`src/rtl/fuel_tank_ctrl_pkg.sv`:
```
// fuel_pkg: shared types and constants for the fuel tank controller.
//   state_t : controller state enum {IDLE, RUN, EMPTY}
//   fuel_t  : fuel level word, FUEL_W bits wide
//   is_low(): low-fuel predicate used for the registered fuelLow flag
package fuel_pkg;

   localparam int FUEL_MAX     = 100;
   localparam int FUEL_W       = 7;
   localparam int DRAIN_DIV    = 30;
   localparam int REFILL_AMT   = 25;
   localparam int HIT_PENALTY  = 10;
   localparam int LOW_THRESH   = 20;
   localparam int FLASH_FRAMES = 15;

   // Accumulator never exceeds (DRAIN_DIV-1) + 15 = 44 before subtraction.
   localparam int ACC_W        = 6;
   localparam int FLASH_W      = 4;

   typedef logic [FUEL_W-1:0] fuel_t;

   typedef enum logic [1:0] {
      IDLE  = 2'd0,
      RUN   = 2'd1,
      EMPTY = 2'd2
   } state_t;

   function automatic logic is_low(fuel_t lvl);
      return (lvl <= fuel_t'(LOW_THRESH)) && (lvl != '0);
   endfunction

endpackage

```
`src/rtl/fuel_tank_ctrl_if.sv`:
```
// fuel_tank_ctrl_if: frame events and HUD/status outputs of the fuel tank
// controller.
//   master : drives startOfFrame, gameActive, speed, fuelHitPulse, carHitPulse
//   slave  : drives fuelLevel, fuelLow, fuelEmpty, gameOverReq, refuelFlash
interface fuel_tank_ctrl_if;
   import fuel_pkg::*;

   logic       startOfFrame;
   logic       gameActive;
   logic [3:0] speed;
   logic       fuelHitPulse;
   logic       carHitPulse;
   fuel_t      fuelLevel;
   logic       fuelLow;
   logic       fuelEmpty;
   logic       gameOverReq;
   logic       refuelFlash;

   modport master (
      output startOfFrame, gameActive, speed, fuelHitPulse, carHitPulse,
      input  fuelLevel, fuelLow, fuelEmpty, gameOverReq, refuelFlash
   );

   modport slave (
      input  startOfFrame, gameActive, speed, fuelHitPulse, carHitPulse,
      output fuelLevel, fuelLow, fuelEmpty, gameOverReq, refuelFlash
   );

endinterface

```
`src/rtl/fuel_drain_accum.sv`:
```
// fuel_drain_accum: accumulates player speed once per frame and strobes
// drain for one cycle when DRAIN_DIV speed-units have built up.
//   clk, reset   : clock, synchronous active-high reset
//   clr          : hold accumulator at zero
//   en           : accumulate on startOfFrame only while enabled
//   startOfFrame : frame strobe
//   speed        : player speed 0..15
//   drain        : combinational strobe, valid in the startOfFrame cycle
module fuel_drain_accum
   import fuel_pkg::*;
(
   input  logic       clk,
   input  logic       reset,
   input  logic       clr,
   input  logic       en,
   input  logic       startOfFrame,
   input  logic [3:0] speed,
   output logic       drain
);

   logic [ACC_W-1:0] acc_q;
   logic [ACC_W-1:0] acc_sum;

   assign acc_sum = acc_q + ACC_W'(speed);
   // Speed <= 15 < DRAIN_DIV, so one subtraction always suffices.
   assign drain   = en && startOfFrame && (acc_sum >= ACC_W'(DRAIN_DIV));

   always_ff @(posedge clk) begin
      if (reset || clr) begin
         acc_q <= '0;
      end else if (en && startOfFrame) begin
         acc_q <= drain ? (acc_sum - ACC_W'(DRAIN_DIV)) : acc_sum;
      end
   end

endmodule

```
`src/rtl/fuel_tank_ctrl.sv`:
```
// fuel_tank_ctrl: per-frame fuel bookkeeping for the player car.
//   clk, reset : clock, synchronous active-high reset
//   bus        : fuel_tank_ctrl_if.slave (frame events in, HUD/status out)
// Optional macro FUEL_TANK_FLASH_EN adds a refuel flash frame counter;
// without it refuelFlash is tied low.
//
// state | meaning
// IDLE  | no round running, level held, waiting for gameActive
// RUN   | round running: drain, refill and hit penalty applied
// EMPTY | tank ran dry, gameOverReq held until gameActive drops
module fuel_tank_ctrl
   import fuel_pkg::*;
(
   input  logic              clk,
   input  logic              reset,
   fuel_tank_ctrl_if.slave   bus
);

   typedef logic signed [FUEL_W+1:0] sum_t;

   state_t state_q;
   fuel_t  level_q;
   logic   low_q;
   logic   empty_q;
   logic   gor_q;
   logic   fuel_seen_q;
   logic   car_seen_q;

   logic   drain;
   logic   fuel_acc;
   logic   car_acc;
   sum_t   sum_s;
   fuel_t  run_level;

   fuel_drain_accum u_drain (
      .clk          (clk),
      .reset        (reset),
      .clr          (state_q == IDLE),
      .en           (state_q == RUN),
      .startOfFrame (bus.startOfFrame),
      .speed        (bus.speed),
      .drain        (drain)
   );

   // startOfFrame opens a new frame, so a pulse in that very cycle is
   // accepted even if the same type was taken in the previous frame.
   always_comb begin
      fuel_acc = (state_q == RUN) && bus.fuelHitPulse
                 && (!fuel_seen_q || bus.startOfFrame);
      car_acc  = (state_q == RUN) && bus.carHitPulse
                 && (!car_seen_q || bus.startOfFrame);

      sum_s = sum_t'({2'b00, level_q});
      if (fuel_acc) sum_s = sum_s + sum_t'(REFILL_AMT);
      if (car_acc)  sum_s = sum_s - sum_t'(HIT_PENALTY);
      if (drain)    sum_s = sum_s - sum_t'(1);

      if (sum_s < 0)
         run_level = '0;
      else if (sum_s > sum_t'(FUEL_MAX))
         run_level = fuel_t'(FUEL_MAX);
      else
         run_level = fuel_t'(sum_s);
   end

   always_ff @(posedge clk) begin
      if (reset) begin
         state_q     <= IDLE;
         level_q     <= fuel_t'(FUEL_MAX);
         low_q       <= 1'b0;
         empty_q     <= 1'b0;
         gor_q       <= 1'b0;
         fuel_seen_q <= 1'b0;
         car_seen_q  <= 1'b0;
      end else begin
         case (state_q)
            IDLE: begin
               fuel_seen_q <= 1'b0;
               car_seen_q  <= 1'b0;
               if (bus.gameActive) begin
                  state_q <= RUN;
                  level_q <= fuel_t'(FUEL_MAX);
                  low_q   <= is_low(fuel_t'(FUEL_MAX));
                  empty_q <= 1'b0;
               end else begin
                  low_q   <= is_low(level_q);
                  empty_q <= (level_q == '0);
               end
            end
            RUN: begin
               if (!bus.gameActive) begin
                  state_q     <= IDLE;
                  gor_q       <= 1'b0;
                  low_q       <= is_low(level_q);
                  empty_q     <= (level_q == '0);
                  fuel_seen_q <= 1'b0;
                  car_seen_q  <= 1'b0;
               end else begin
                  level_q     <= run_level;
                  low_q       <= is_low(run_level);
                  empty_q     <= (run_level == '0);
                  fuel_seen_q <= fuel_acc ? 1'b1 : (bus.startOfFrame ? 1'b0 : fuel_seen_q);
                  car_seen_q  <= car_acc  ? 1'b1 : (bus.startOfFrame ? 1'b0 : car_seen_q);
                  if (run_level == '0) begin
                     state_q <= EMPTY;
                     gor_q   <= 1'b1;
                  end
               end
            end
            EMPTY: begin
               low_q   <= is_low(level_q);
               empty_q <= (level_q == '0);
               if (!bus.gameActive) begin
                  state_q <= IDLE;
                  gor_q   <= 1'b0;
               end
            end
            default: begin
               state_q <= IDLE;
               gor_q   <= 1'b0;
            end
         endcase
      end
   end

   assign bus.fuelLevel   = level_q;
   assign bus.fuelLow     = low_q;
   assign bus.fuelEmpty   = empty_q;
   assign bus.gameOverReq = gor_q;

`ifdef FUEL_TANK_FLASH_EN
   logic [FLASH_W-1:0] flash_q;

   // Cleared while idle and on any exit to IDLE; a refill reloads it.
   always_ff @(posedge clk) begin
      if (reset) begin
         flash_q <= '0;
      end else if ((state_q == IDLE) || !bus.gameActive) begin
         flash_q <= '0;
      end else if (fuel_acc) begin
         flash_q <= FLASH_W'(FLASH_FRAMES);
      end else if (bus.startOfFrame && (flash_q != '0)) begin
         flash_q <= flash_q - 1'b1;
      end
   end

   assign bus.refuelFlash = (flash_q != '0);
`else
   assign bus.refuelFlash = 1'b0;
`endif

endmodule

```
`src/flat_wrapper.sv`:
```
// flat-port wrapper written by rule: the top's interface ports become plain ports
module fuel_tank_ctrl_flat import fuel_pkg::*;
  (clk, reset, bus_startOfFrame, bus_gameActive, bus_speed, bus_fuelHitPulse, bus_carHitPulse, bus_fuelLevel, bus_fuelLow, bus_fuelEmpty, bus_gameOverReq, bus_refuelFlash);
  fuel_tank_ctrl_if bus_i ();
  input  logic clk;
  input  logic reset;
  input wire logic [$bits(bus_i.startOfFrame)-1:0] bus_startOfFrame;
  input wire logic [$bits(bus_i.gameActive)-1:0] bus_gameActive;
  input wire logic [$bits(bus_i.speed)-1:0] bus_speed;
  input wire logic [$bits(bus_i.fuelHitPulse)-1:0] bus_fuelHitPulse;
  input wire logic [$bits(bus_i.carHitPulse)-1:0] bus_carHitPulse;
  output wire logic [$bits(bus_i.fuelLevel)-1:0] bus_fuelLevel;
  output wire logic [$bits(bus_i.fuelLow)-1:0] bus_fuelLow;
  output wire logic [$bits(bus_i.fuelEmpty)-1:0] bus_fuelEmpty;
  output wire logic [$bits(bus_i.gameOverReq)-1:0] bus_gameOverReq;
  output wire logic [$bits(bus_i.refuelFlash)-1:0] bus_refuelFlash;
  assign bus_i.startOfFrame = bus_startOfFrame;
  assign bus_i.gameActive = bus_gameActive;
  assign bus_i.speed = bus_speed;
  assign bus_i.fuelHitPulse = bus_fuelHitPulse;
  assign bus_i.carHitPulse = bus_carHitPulse;
  assign bus_fuelLevel = bus_i.fuelLevel;
  assign bus_fuelLow = bus_i.fuelLow;
  assign bus_fuelEmpty = bus_i.fuelEmpty;
  assign bus_gameOverReq = bus_i.gameOverReq;
  assign bus_refuelFlash = bus_i.refuelFlash;
  fuel_tank_ctrl u_core (.clk(clk), .reset(reset), .bus(bus_i));
endmodule
```
`config.mk`:
```
export PLATFORM = sky130hd
export DESIGN_NAME = fuel_tank_ctrl_flat
export DESIGN_NICKNAME = d
export VERILOG_FILES = /design/src/rtl/fuel_tank_ctrl_pkg.sv /design/src/rtl/fuel_tank_ctrl_if.sv /design/src/rtl/fuel_drain_accum.sv /design/src/rtl/fuel_tank_ctrl.sv /design/src/flat_wrapper.sv
export SDC_FILE = /design/constraint.sdc
export NUM_CORES = 1
export LEC_CHECK = 0
export ABC_AREA = 0
export CORE_MARGIN = 4
export CORE_UTILIZATION = 34
export CTS_BUF_LIST = sky130_fd_sc_hd__clkbuf_8
export DETAILED_ROUTE_END_ITERATION = 10
export GPL_TIMING_DRIVEN = 0
export PLACE_DENSITY = 0.59
export SLEW_MARGIN = 20
export SYNTH_ARGS = -nofsm -noshare
export SYNTH_HDL_FRONTEND = slang
export SYNTH_SLANG_ARGS = --single-unit
```
`constraint.sdc`:
```
create_clock -name clk -period 9.7 [get_ports clk]
set_input_delay 0.97 -clock clk [delete_from_list [all_inputs] [get_ports clk]]
set_output_delay 0.97 -clock clk [all_outputs]
set_load 0.03 [all_outputs]
```
==> flow_summary.ini <==
[layout]
synthToLayoutAreaGrowth_pct = 15.6
antennaDiodeCount = 0
postLayoutCellArea_mm2 = 0.00251
nets = 339
layout.cells.non_filler = 389
drive_above_1_share_pct = 7.01
fillers = 632

[yosys]
syn_nets = 315
synth_top_area_share_pct = 18.4
synthFlopType = dfxtp_1
netlist_instances = 291
syn_area_mm2 = 0.00217
synthArstFlopShare_pct = 0
yosysUniqueCellTypes = 63
synthTopCellsByArea = dfxtp_1 (18%), ha_1 (7.5%), xnor2_1 (6.8%)
syn_area_per_cell_um2 = 7.47
synth-edff-count = 0
ys_seq_area_share_pct = 18.4
ys.warnings.count = 0
yosysTopAreaCell = dfxtp_1
synth-seq-cells = 20

[placed_design]
dp_hpwl_um = 4420
gp_congestion = 0.890
numPortBuffers = 19
dp.cells = 385
dpl_cell_area_mm2 = 0.00246

[worst_setup_path]
crit_fanout = 8
start_kind = input port
crit_path_end_kind = flop
r2r-end = u_core.bus.fuelEmpty$_SDFFE_PP0P_
arrival_ns = 5.06
r2r_slack_ns = 5.41
rr_worst_depth = 14
crit_required_ns = 9.88
regToRegStartpoint = u_core.state_q[0]$_SDFFE_PP0P_
worstSetupPathType = in -> reg

[die]
initial_utilization_pct = 35.9
rows = 28
pin_count = 21
core_mm2 = 0.00606
dieArea_mm2 = 0.00774
die_w_um = 88.0
fp.dieH_um = 88.0

[power]
vdd.ir_drop.worst_mv = 0.0599
comb_power_share_pct = 31.9
p_seq_share_pct = 37.9
p_sw_uw = 75.7
p_int_uw = 147
pwr_density_cell_mw_per_mm2 = 88.6
swShare_pct = 34.0
p_leak_uw = 0.000875
pwr-share-clk_pct = 30.1

[clock_tree]
holdBufCountCts = 0
clock_path_buffers = 2
cts_setup_buffers = 0
cts_buffers = 3
cts.htree.levels = 1
root_buffer = clkbuf_8
clock-sinks = 20
cts_tree = yes
cts_resized = 0
insertion_delay_ns = 0.26
clkTransAtPathRegs_ns = 0.08

[global_route]
grt_pass1_vias = 2019
overflow = 0
grt_max_degree = 12
track_usage_pct = 15.2
antenna_found_initial = 0
grt_pass1_wl_um = 9600

[run_status]
outcome = completed

[worst_hold_path]
hp-start = u_core.car_seen_q$_SDFFE_PP0P_
min_to = u_core.car_seen_q$_SDFFE_PP0P_
min_path_type = reg -> reg
hold_depth = 2

[drt]
dr.first_iter.drc_count = 104
wire_per_inst_um = 14.3
drt-vias-per-instance = 5.60
postRouteAntennaNets = 0
vias = 2180
drcViolationCount = 0
routed_wl_um = 5550
drt-pass1-iter-count = 4

[timing]
slew_headroom_pct = 55.4
min_period_ns = 4.88
finalCritPeriodShare_pct = 50.3
tns_ns = 0
drv_slew = 0
fin_skew_ns = 0.00291
hold_violations = 0
tightestPinTransition_ns = 0.666
setup_violations = 0
grt_setup_unrepaired = no
fmax_ghz = 0.205

[job]
cap_violations = 0
metrics by stage:
stage	setup slack (ns)	util [%]	power, uW	hold slack (ns)
global placement	4.58	40.6	156	0.444
CTS	4.78	41.5	223	0.461
detailed placement	4.51	40.6	156	0.447
global route	4.51	41.5	236	0.473
floorplan	5.64	-	139	0.432
finish	4.82	41.5	223	0.459
critical path, stage by stage:
cell	delay, ns
clkdlybuf4s50_1	0.55
nor2b_1	0.08
buf_2	0.18
nor2_2	0.31
mux2i_1	0.17
ha_1	0.24
nor3_1	0.30
xnor3_1	0.32
nand2_1	0.10
nor4_2	0.42
xnor2_1	0.26
o211ai_1	0.26
o41ai_4	0.49
nand4_1	0.17
a221oi_2	0.25
Yosys cell counts, drive strengths merged (4+ instances only):
master,instances
a211oi,6
a21oi,23
buf,6
clkbuf,6
dfxtp,20
ha,13
inv,13
mux2i,6
nand2,29
nand2b,4
nand3,12
nand4,6
nor2,35
nor2b,6
nor3,5
o211ai,5
o21ai,16
o31ai,4
xnor2,17
xor2,5
kinds of logic (layout without fill, tap and decap cells):
family                     Yosys count  in the layout  share of synthesized area [%]
buffers and inverters               25             48                           4.72
xor gates and xnor gates            24             24                           10.9
AOI/OAI and AO/OA                   79             79                           24.9
and+or+nand+nor                    120            120                           28.7
DFF                                 20             20                           18.4
adders and majority gates           14             14                           8.40
muxes                                8              8                           3.80
other                                1              1                          0.172
cells in the final DEF (no fill, tap or decap), types with 5 or more instances in the layout:
cell type / n
nand2_1: 28
a211oi_1: 5
ha_1: 13
dfxtp_1: 20
clkbuf_1: 6
xnor2_1: 17
nor3_1: 5
nor2b_1: 6
o21ai_0: 15
inv_1: 13
xor2_1: 5
a21oi_1: 22
nor2_1: 34
mux2i_1: 6
o211ai_1: 5
clkdlybuf4s50_1: 19
nand4_1: 6
nand3_1: 12
how the worst max path moves through the flow:
stage | startpoint | endpoint | cells past startpoint | slack [ns]
2_1_floorplan | bus_speed[0] | u_core.state_q[0]$_SDFFE_PP0P_ | 13 | 5.64
5_1_grt | bus_startOfFrame | u_core.bus.fuelEmpty$_SDFFE_PP0P_ | 15 | 4.51
3_3_place_gp | bus_startOfFrame | u_core.bus.fuelEmpty$_SDFFE_PP0P_ | 15 | 4.58
3_5_place_dp | bus_startOfFrame | u_core.state_q[0]$_SDFFE_PP0P_ | 15 | 4.51
4_1_cts | bus_startOfFrame | u_core.state_q[0]$_SDFFE_PP0P_ | 15 | 4.78
6_report | bus_startOfFrame | u_core.bus.fuelEmpty$_SDFFE_PP0P_ | 15 | 4.82
metal layers:
metal	part of all wire [%]	routed length, um	up-vias	track usage (%)
met5	0	0	-	0
met4	1.2	68	0	3.35
met3	3.0	166	8	1.60
met2	45	2500	38	24.2
met1	51	2820	1032	22.2
li1	-	-	1102	-
area by class of cell:
cell class	instances	area (um2)	share of cell area, %
plain buffers	12	53.8	2.14
clock buffers	4	55.1	2.19
inverters	13	48.8	1.94
multi-input cells	246	1670	66.5
flip-flops and latches	20	400	15.9
well taps	75	93.8	3.73
repair buffers	19	190	7.57
state kept, by name, indices dropped and copies added, names as in the netlist:
name,count
u_core.bus.fuelEmpty,1
u_core.bus.fuelLevel,7
u_core.bus.fuelLow,1
u_core.bus.gameOverReq,1
u_core.car_seen_q,1
u_core.fuel_seen_q,1
u_core.state_q,2
u_core.u_drain.acc_q,6
power by group through the flow:
| stage | clock network, uW | logic [uW] | registers (uW) |
|---|---|---|---|
| after floorplan | 0 | 52.1 | 86.7 |
| after global placement | 0 | 69.6 | 86.4 |
| after detailed placement | 0 | 69.9 | 86.5 |
| after CTS | 68.5 | 70.4 | 84.5 |
| after global routing | 71.7 | 79.5 | 84.7 |
| final | 67.2 | 71.1 | 84.5 |
Power figures use the tool's default switching activity.
